$ cat src/rtl/shiftreg_led.sv
// LED pattern shift register. The asynchronous rate signal clk_trl is
// synchronised into the clk domain, and each rising edge becomes a one-cycle
// step that rotates, bounces or holds the LED pattern. clk_trl is only ever
// sampled as data.
module shiftreg_led #(
  parameter int unsigned       WIDTH = 8,
  parameter logic [WIDTH-1:0]  INIT  = {{(WIDTH-1){1'b0}}, 1'b1}
) (
  input  logic             clk,
  input  logic             rst_n,
  input  logic             clk_trl,
  input  logic             en,
  input  logic [1:0]       mode,
  input  logic             load,
  input  logic [WIDTH-1:0] load_val,
  output logic [WIDTH-1:0] led,
  output logic             dir,
  output logic             step
);

  localparam logic [1:0] MODE_ROTL   = 2'b00;
  localparam logic [1:0] MODE_ROTR   = 2'b01;
  localparam logic [1:0] MODE_BOUNCE = 2'b10;

  logic             s1_q, s1_d;
  logic             s2_q, s2_d;
  logic             s3_q, s3_d;
  // fill_q[1] is set once s2 holds a real sample of clk_trl rather than its
  // reset zero; without it a clk_trl held high through reset release would
  // look like a fresh low-to-high transition and arm the block falsely.
  logic [1:0]       fill_q, fill_d;
  logic             armed_q, armed_d;
  logic [WIDTH-1:0] led_q, led_d;
  logic             dir_q, dir_d;
  logic             step_q, step_d;

  logic rise;
  logic accept;

  assign rise   = s2_q & ~s3_q;
  assign accept = rise & armed_q & en;

  // Next-state: synchroniser and arming always run; pattern follows load > step > hold.
  always_comb begin
    s1_d    = clk_trl;
    s2_d    = s1_q;
    s3_d    = s2_q;
    fill_d  = {fill_q[0], 1'b1};
    armed_d = armed_q | (fill_q[1] & ~s2_q);
    led_d   = led_q;
    dir_d   = dir_q;
    step_d  = 1'b0;

    if (load) begin
      // A rise coinciding with a load is consumed here and never applied.
      led_d = load_val;
    end else if (accept) begin
      step_d = 1'b1;
      if (mode != 2'b11) begin
        if (led_q == '0) begin
          led_d = INIT;
        end else begin
          case (mode)
            MODE_ROTL: begin
              led_d = {led_q[WIDTH-2:0], led_q[WIDTH-1]};
              dir_d = 1'b0;
            end
            MODE_ROTR: begin
              led_d = {led_q[0], led_q[WIDTH-1:1]};
              dir_d = 1'b1;
            end
            MODE_BOUNCE: begin
              if (!dir_q && led_q[WIDTH-1]) begin
                dir_d = 1'b1;
                led_d = led_q >> 1;
              end else if (dir_q && led_q[0]) begin
                dir_d = 1'b0;
                led_d = led_q << 1;
              end else if (dir_q) begin
                led_d = led_q >> 1;
              end else begin
                led_d = led_q << 1;
              end
            end
            default: begin
              led_d = led_q;
            end
          endcase
        end
      end
    end
  end

  // State registers with synchronous active-low reset.
  always_ff @(posedge clk) begin
    if (!rst_n) begin
      s1_q    <= 1'b0;
      s2_q    <= 1'b0;
      s3_q    <= 1'b0;
      fill_q  <= 2'b00;
      armed_q <= 1'b0;
      led_q   <= INIT;
      dir_q   <= 1'b0;
      step_q  <= 1'b0;
    end else begin
      s1_q    <= s1_d;
      s2_q    <= s2_d;
      s3_q    <= s3_d;
      fill_q  <= fill_d;
      armed_q <= armed_d;
      led_q   <= led_d;
      dir_q   <= dir_d;
      step_q  <= step_d;
    end
  end

  assign led  = led_q;
  assign dir  = dir_q;
  assign step = step_q;

endmodule

$ cat config.mk
export PLATFORM = sky130hd
export DESIGN_NAME = shiftreg_led
export DESIGN_NICKNAME = d
export VERILOG_FILES = /design/src/rtl/shiftreg_led.sv
export SDC_FILE = /design/constraint.sdc
export NUM_CORES = 1
export LEC_CHECK = 0
export ABC_AREA = 1
export BUFFER_PORTS_ARGS = -buffer_cell sky130_fd_sc_hd__buf_4
export CORE_UTILIZATION = 56
export DETAILED_ROUTE_END_ITERATION = 16
export GPL_TIMING_DRIVEN = 0
export PLACE_DENSITY_LB_ADDON = 0.08
export SLEW_MARGIN = 10
export SYNTH_ARGS = -nofsm -noshare
export SYNTH_HDL_FRONTEND = slang
export SYNTH_SLANG_ARGS = --single-unit
$ cat constraint.sdc
create_clock -name clk -period 2.8 [get_ports clk]
set_input_delay 0 -clock clk [delete_from_list [all_inputs] [get_ports clk]]
set_output_delay 0 -clock clk [all_outputs]
set_load 0.005 [all_outputs]
==> flow_summary.yaml, run 1 <==
cells_and_area:
  fin_area_um2: 1300
  final_common_cell: "nand2_1"
  final_util_pct: 75.3
  fillers: 159
  drive_gt1_share_pct: 24.2
  layout_common_cells: "nand2_1, buf_4, nor2_1"
  antenna_cells: 0
  nets: 207
  syn_to_final_growth_pct: 25.0
synth:
  yosysWarnings: 0
  yosys.cell_types.count: 25
  synthCells: 157
  seq_area_frac_synth_pct: 30.8
  ys_ff_latch: 16
  synth.avg_cell_area_um2: 6.62
  syn_area_um2: 1040
  synth_nets: 177
clock_tree:
  clk_latency_ps: 280
  post_cts_buffers: 0
  cts.htree.levels: 1
  root_buffer: "clkbuf_4"
  cts_made_buffers: 3
  cts.sinks: 16
  clk_pin_slew_ps: 90
  clockBufferDepth: 2
  cts_tree: "yes"
power_and_ir_drop:
  max-vdd-ir-drop_mv: 0.424
  p_per_area_nw_per_um2: 397
  leakage_nw: 0.645
worst_setup_path:
  crit_top_cell: "nor2_1"
  critPathLaunchType: "flop"
  arrival_ps: 1520
  cp_top_family: "simple AND/OR/NAND/NOR gates"
  path_class: "reg -> reg"
  crit_chain: "nand3_1, nand4_1, and2_1, nor2_1, nor2_1, nor2_1"
  crit_slowest_cell: "dfxtp_1"
  required_ps: 2970
  cp_num_buf_inv: 0
  cp_num_cells: 6
  cp_slowest_stage_delay_ps: 520
  r2r_slack_ps: 1450
  r2r_cells: 6
  cp_max_fo: 8
  critPathCaptureType: "flop"
route:
  drt_iter0_drc: 49
  viasPerCell: 5.12
  ant_nets: 0
  drc: 0
  drtPass1Iterations: 4
  routedWlPerCell_um: 11.0
  totalWireLength_um: 2320
  vias: 1080
die:
  row_count: 15
  fp.dieW_um: 45.1
  die_h_um: 45.1
  io_pins: 25
  coreArea_um2: 1730
  start_util_pct: 60.2
  dieArea_um2: 2030
global_route:
  grt_start_max_net_pins: 11
  antenna_found_initial: 0
  grt-ovfl-total: 0
  grt_use_total_pct: 27.3
  grt_pass1_wl_um: 4060
  grt_pass1_vias: 977
min_path:
  min_path_cells: 5
  hp-class: "in -> reg"
flow_run:
  maxCapViolations: 0
placed_design:
  dpl.hpwl_um: 1750
  io_buffers: 23
  post_dp_cell_area_um2: 1240
  place.gp.congestion: 0.825
timing:
  max_clock_freq_mhz: 741
  fin_crit_sh_pct: 48.2
  hold_violations: 0
  tightest_slew_ps: 327
  slew_viol_final: 0
  fin_tns_setup_ps: 0
  post-route-min-period_ps: 1350
  final.setup_skew_ps: 6.67
  relSlewSlack_pct: 78.1
  finalSetupViolCount: 0
  grt_setup_unrepaired: "false"
run_status:
  outcome: "finished clean"
## tightest hold or removal path, stage by stage
cell and delay (ps):
buf_4 80, nand2_1 40, nand2_1 50, nor2_1 30, nor2_1 70
## sequential cells by signal, summed over array words and instances (netlist names)
register / flops
led: 8
fill_q: 2
armed_q: 1
dir: 1
s1_q: 1
s2_q: 1
s3_q: 1
step: 1
## metal layers
layer | up-vias | global-route usage [%] | share of wire, %
met4 | 0 | 12.1 | 1.8
met1 | 472 | 36.9 | 44
met2 | 47 | 45.2 | 47
li1 | 555 | - | -
met5 | - | 0 | 0
met3 | 6 | 1.20 | 7.5
## cell type report
| cell class | instances | area (µm²) | share of cell area (%) |
|---|---|---|---|
| Inverter | 21 | 78.8 | 6.06 |
| Clock buffer | 4 | 36.3 | 2.79 |
| Tap cell | 25 | 31.3 | 2.41 |
| Multi-Input combinational cell | 117 | 623 | 47.9 |
| Buffer | 3 | 17.5 | 1.35 |
| Timing Repair Buffer | 25 | 193 | 14.8 |
| Sequential cell | 16 | 320 | 24.6 |
## final timing paths
| kind | startpoint | endpoint |
|---|---|---|
| setup reg to reg | led[7]$_SDFFE_PN0P_ | led[7]$_SDFFE_PN0P_ |
| hold / removal | load_val[3] | led[3]$_SDFFE_PN0P_ |
| hold reg to reg | fill_q[0]$_DFF_P_ | fill_q[1]$_SDFF_PN0_ |
| setup / recovery | led[7]$_SDFFE_PN0P_ | led[7]$_SDFFE_PN0P_ |
## cell usage after synthesis
library cell	number	area share, %
clkinv_1	1	0.36
a21oi_1	3	1.4
nor2_4	1	1.1
inv_1	20	7.2
ha_1	5	6.0
nor4_1	1	0.60
a31oi_1	1	0.60
nand4_1	5	3.0
nand2_2	3	1.8
nor3_4	1	1.6
nor2_1	22	7.9
nand2_4	1	1.1
nor3_2	1	0.96
nand3_2	1	0.96
buf_2	2	0.96
and2_1	1	0.60
nand2_1	41	15
or2_2	1	0.60
o21ai_1	1	0.48
dfxtp_1	16	31
buf_4	1	0.72
o211ai_1	1	0.72
nand3_1	21	10
nor2_2	4	2.4
o21ai_4	2	3.1
## power breakdown
part           switching [mW]  internal [mW]
clock network          0.0691         0.0791
registers              0.0142          0.239
logic                  0.0625         0.0529
total                   0.146          0.371
## logic make-up (layout without fill, tap and decap cells)
| family | after synthesis | in the layout | share of synthesized area [%] |
|---|---|---|---|
| adders and majority gates | 5 | 5 | 6.02 |
| DFF | 16 | 16 | 30.8 |
| and+or+nand+nor | 104 | 104 | 47.5 |
| buffers and inverters | 24 | 53 | 9.27 |
| AOI/OAI and AO/OA | 8 | 8 | 6.38 |
## through the flow
stage	hold slack, ps	cells	setup WS [ps]	total power, mW
global route	46.0	211	1300	0.547
detailed placement	158	205	1400	0.371
finish	16.2	211	1450	0.516
CTS	16.9	211	1460	0.519
global placement	158	205	1430	0.367
floorplan	27.7	157	1610	0.328
## repair_timing
action                    4_1_cts  5_1_grt
hold buffers                    2        0
hold endpoints to repair        6        0
resized for setup               0        0
Power figures use the tool's default switching activity.
==> inputs of run 2 (changes only) <==
--- a/config.mk
+++ b/config.mk
@@ -7,7 +7,7 @@
 export LEC_CHECK = 0
 export ABC_AREA = 1
 export BUFFER_PORTS_ARGS = -buffer_cell sky130_fd_sc_hd__buf_4
-export CORE_UTILIZATION = 56
+export CORE_UTILIZATION = 47
 export DETAILED_ROUTE_END_ITERATION = 16
 export GPL_TIMING_DRIVEN = 0
 export PLACE_DENSITY_LB_ADDON = 0.08
==> constraint.sdc (replaced) <==
create_clock -name clk -period 1.1 [get_ports clk]
set_input_delay 0 -clock clk [delete_from_list [all_inputs] [get_ports clk]]
set_output_delay 0 -clock clk [all_outputs]
set_load 0.005 [all_outputs]
==> run 2 against run 1 <==
  * The flow now finishes with violations (negative setup slack)
  * Die area is 18% higher
  * Clock power is 100% higher
  * Largest cell class unchanged
  * Critical endpoint is now led[1]$_SDFFE_PN0P_
  * Sequential share of layout area is 0.99 points lower
  * Combinational power grew to 3.1 times the previous value
  * Count of clock-buffer cells in the layout is 1 lower
  * Sequential cell count stayed put
  * Setup slack worse by 1700 ps
  * Clock skew hardly changed
  * Cell area is 14% higher
  * Worst hold slack worse by 8.1 ps
  * Highest routed layer unchanged
==> flow_summary.yaml, run 2 (synthesis gave the netlist of run 1 again) <==
run_status:
  outcome: "finished, violations left"
  violations: "negative setup slack"
cells_and_area:
  drive_gt1_share_pct: 40.2
  antenna_cells: 0
  syn_to_final_growth_pct: 42.5
  final_common_cell: "nand2_1"
  fillers: 159
  largest_reg_flops: 8
  layout_common_cells: "nand2_1, buf_4, inv_1"
  nets: 216
  final_cells: 221
route:
  drc: 0
  vias: 1168
  viasPerCell: 5.29
  drtPass1Iterations: 4
  ant_nets: 0
  routedWlPerCell_um: 12.4
  totalWireLength_um: 2740
  drt_iter0_drc: 42
worst_setup_path:
  cp_top_family: "simple AND/OR/NAND/NOR gates"
  crit_slowest_cell: "dfxtp_4"
  critPathLaunchType: "flop"
  crit_chain: "nor2_4, nand2_4, o21ai_4, nand2_2, nand2_4, nand2_1, a21oi_1"
  critPathCaptureType: "flop"
  arrival_ps: 1530
  required_ps: 1320
  path_class: "reg -> reg"
  cp_max_fo: 4
  cp_slowest_stage_delay_ps: 370
  crit_top_cell: "nand2_4"
  cp_num_buf_inv: 0
timing:
  max_clock_freq_mhz: 761
  relSlewSlack_pct: 82.9
  slew_viol_final: 0
  setup_ws_ps: -214
  post-route-min-period_ps: 1310
  finalSetupViolCount: 9
  grt_setup_unrepaired: "true"
  fin_crit_sh_pct: 119
  tightest_slew_ps: 256
  fin_worst_hold_slack_ps: 8.02
  final.setup_skew_ps: 6.63
  hold_violations: 0
flow_run:
  maxCapViolations: 0
power_and_ir_drop:
  p_clk_share_pct: 23.0
  p_switching_uw: 404
  power.total_mw: 1.30
  power_frac_seq_pct: 49.3
  p_int_uw: 893
  p_sw_share_pct: 31.1
  max-vdd-ir-drop_mv: 0.904
  leakage_nw: 0.704
  combPwrFrac_pct: 27.7
  p_per_area_nw_per_um2: 875
global_route:
  antenna_found_initial: 0
  grt_pass1_wl_um: 3960
  grt-ovfl-total: 0
  grt_start_max_net_pins: 11
  grt.busiest_layer: "met2"
  met1_usage_pct: 27.7
  grt_use_total_pct: 21.4
  grtUsageMet2_pct: 36.3
  grt_pass1_vias: 959
  grt_use_met3_pct: 1.87
placed_design:
  io_buffers: 23
  dpl.hpwl_um: 1820
  place.gp.congestion: 0.780
  place_inst: 207
clock_tree:
  clockBufferDepth: 2
  cts.sinks: 16
  cts_made_buffers: 3
  cts.htree.levels: 1
  cts_tree: "yes"
  root_buffer: "clkbuf_4"
  clk_pin_slew_ps: 90
  clk_latency_ps: 290
die:
  start_util_pct: 51.4
  row_count: 16
  coreArea_um2: 2020
  io_pins: 25
  fp.dieW_um: 49.0
  die_h_um: 49.0
  dieArea_um2: 2400
min_path:
  hp-class: "in -> reg"
[run 2: area by class of cell]
cell class / instances / area [µm²] / share of cell area (%)
Sequential cell: 16 / 350 / 23.6
Buffer: 3 / 17.5 / 1.18
Clock buffer: 3 / 22.5 / 1.52
Multi-Input combinational cell: 118 / 709 / 47.9
Tap cell: 27 / 33.8 / 2.28
Inverter: 21 / 82.6 / 5.57
Timing Repair Buffer: 33 / 265 / 17.9
[run 2: routing by layer]
layer / up-vias / part of all wire (%)
li1: 580 / -
met1: 527 / 42
met2: 52 / 49
met3: 9 / 6.4
met4: 0 / 2.6
met5: - / 0
[run 2: stage by stage]
stage	setup TNS, ps	utilization, %	worst slack (ps)	area, µm²
after detailed placement	-2400	62.4	-317	1260
after CTS	-1020	65.4	-135	1320
after global routing	-2250	73.3	-274	1480
after global placement	-1990	62.4	-285	1260
after floorplan	-174	-	-38.5	1050
final	-1620	73.3	-214	1480
[run 2: path summary, 6_finish.rpt]
| path | start | endpoint | slack, ps | cells past startpoint |
|---|---|---|---|---|
| max reg2reg | led[3]$_SDFFE_PN0P_ | led[1]$_SDFFE_PN0P_ | -210 | 7 |
| max | led[3]$_SDFFE_PN0P_ | led[1]$_SDFFE_PN0P_ | -210 | 7 |
| min | load_val[3] | led[3]$_SDFFE_PN0P_ | 8 | 5 |
| min reg2reg | fill_q[0]$_DFF_P_ | fill_q[1]$_SDFF_PN0_ | 420 | 2 |
[run 2: worst register-to-register path, stage by stage, from the launching register on]
cell and delay, ps:
dfxtp_4 370, nor2_4 130, nand2_4 70, o21ai_4 250, nand2_2 140, nand2_4 90
nand2_1 70, a21oi_1 120
[run 2: power by group through the flow]
stage | registers, mW | clock network [mW] | logic (mW)
after floorplan | 0.652 | 0 | 0.187
after global placement | 0.658 | 0 | 0.281
after detailed placement | 0.660 | 0 | 0.288
after CTS | 0.645 | 0.300 | 0.300
after global routing | 0.642 | 0.336 | 0.394
final | 0.639 | 0.298 | 0.359
[run 2: what timing repair did]
item	CTS	global route
hold buffers	2	0
pin swaps	1	10
gates resized for setup	7	22
gates cloned	0	1
setup buffers	0	8
endpoints found under the setup margin	9	10
hold endpoints to repair	6	0
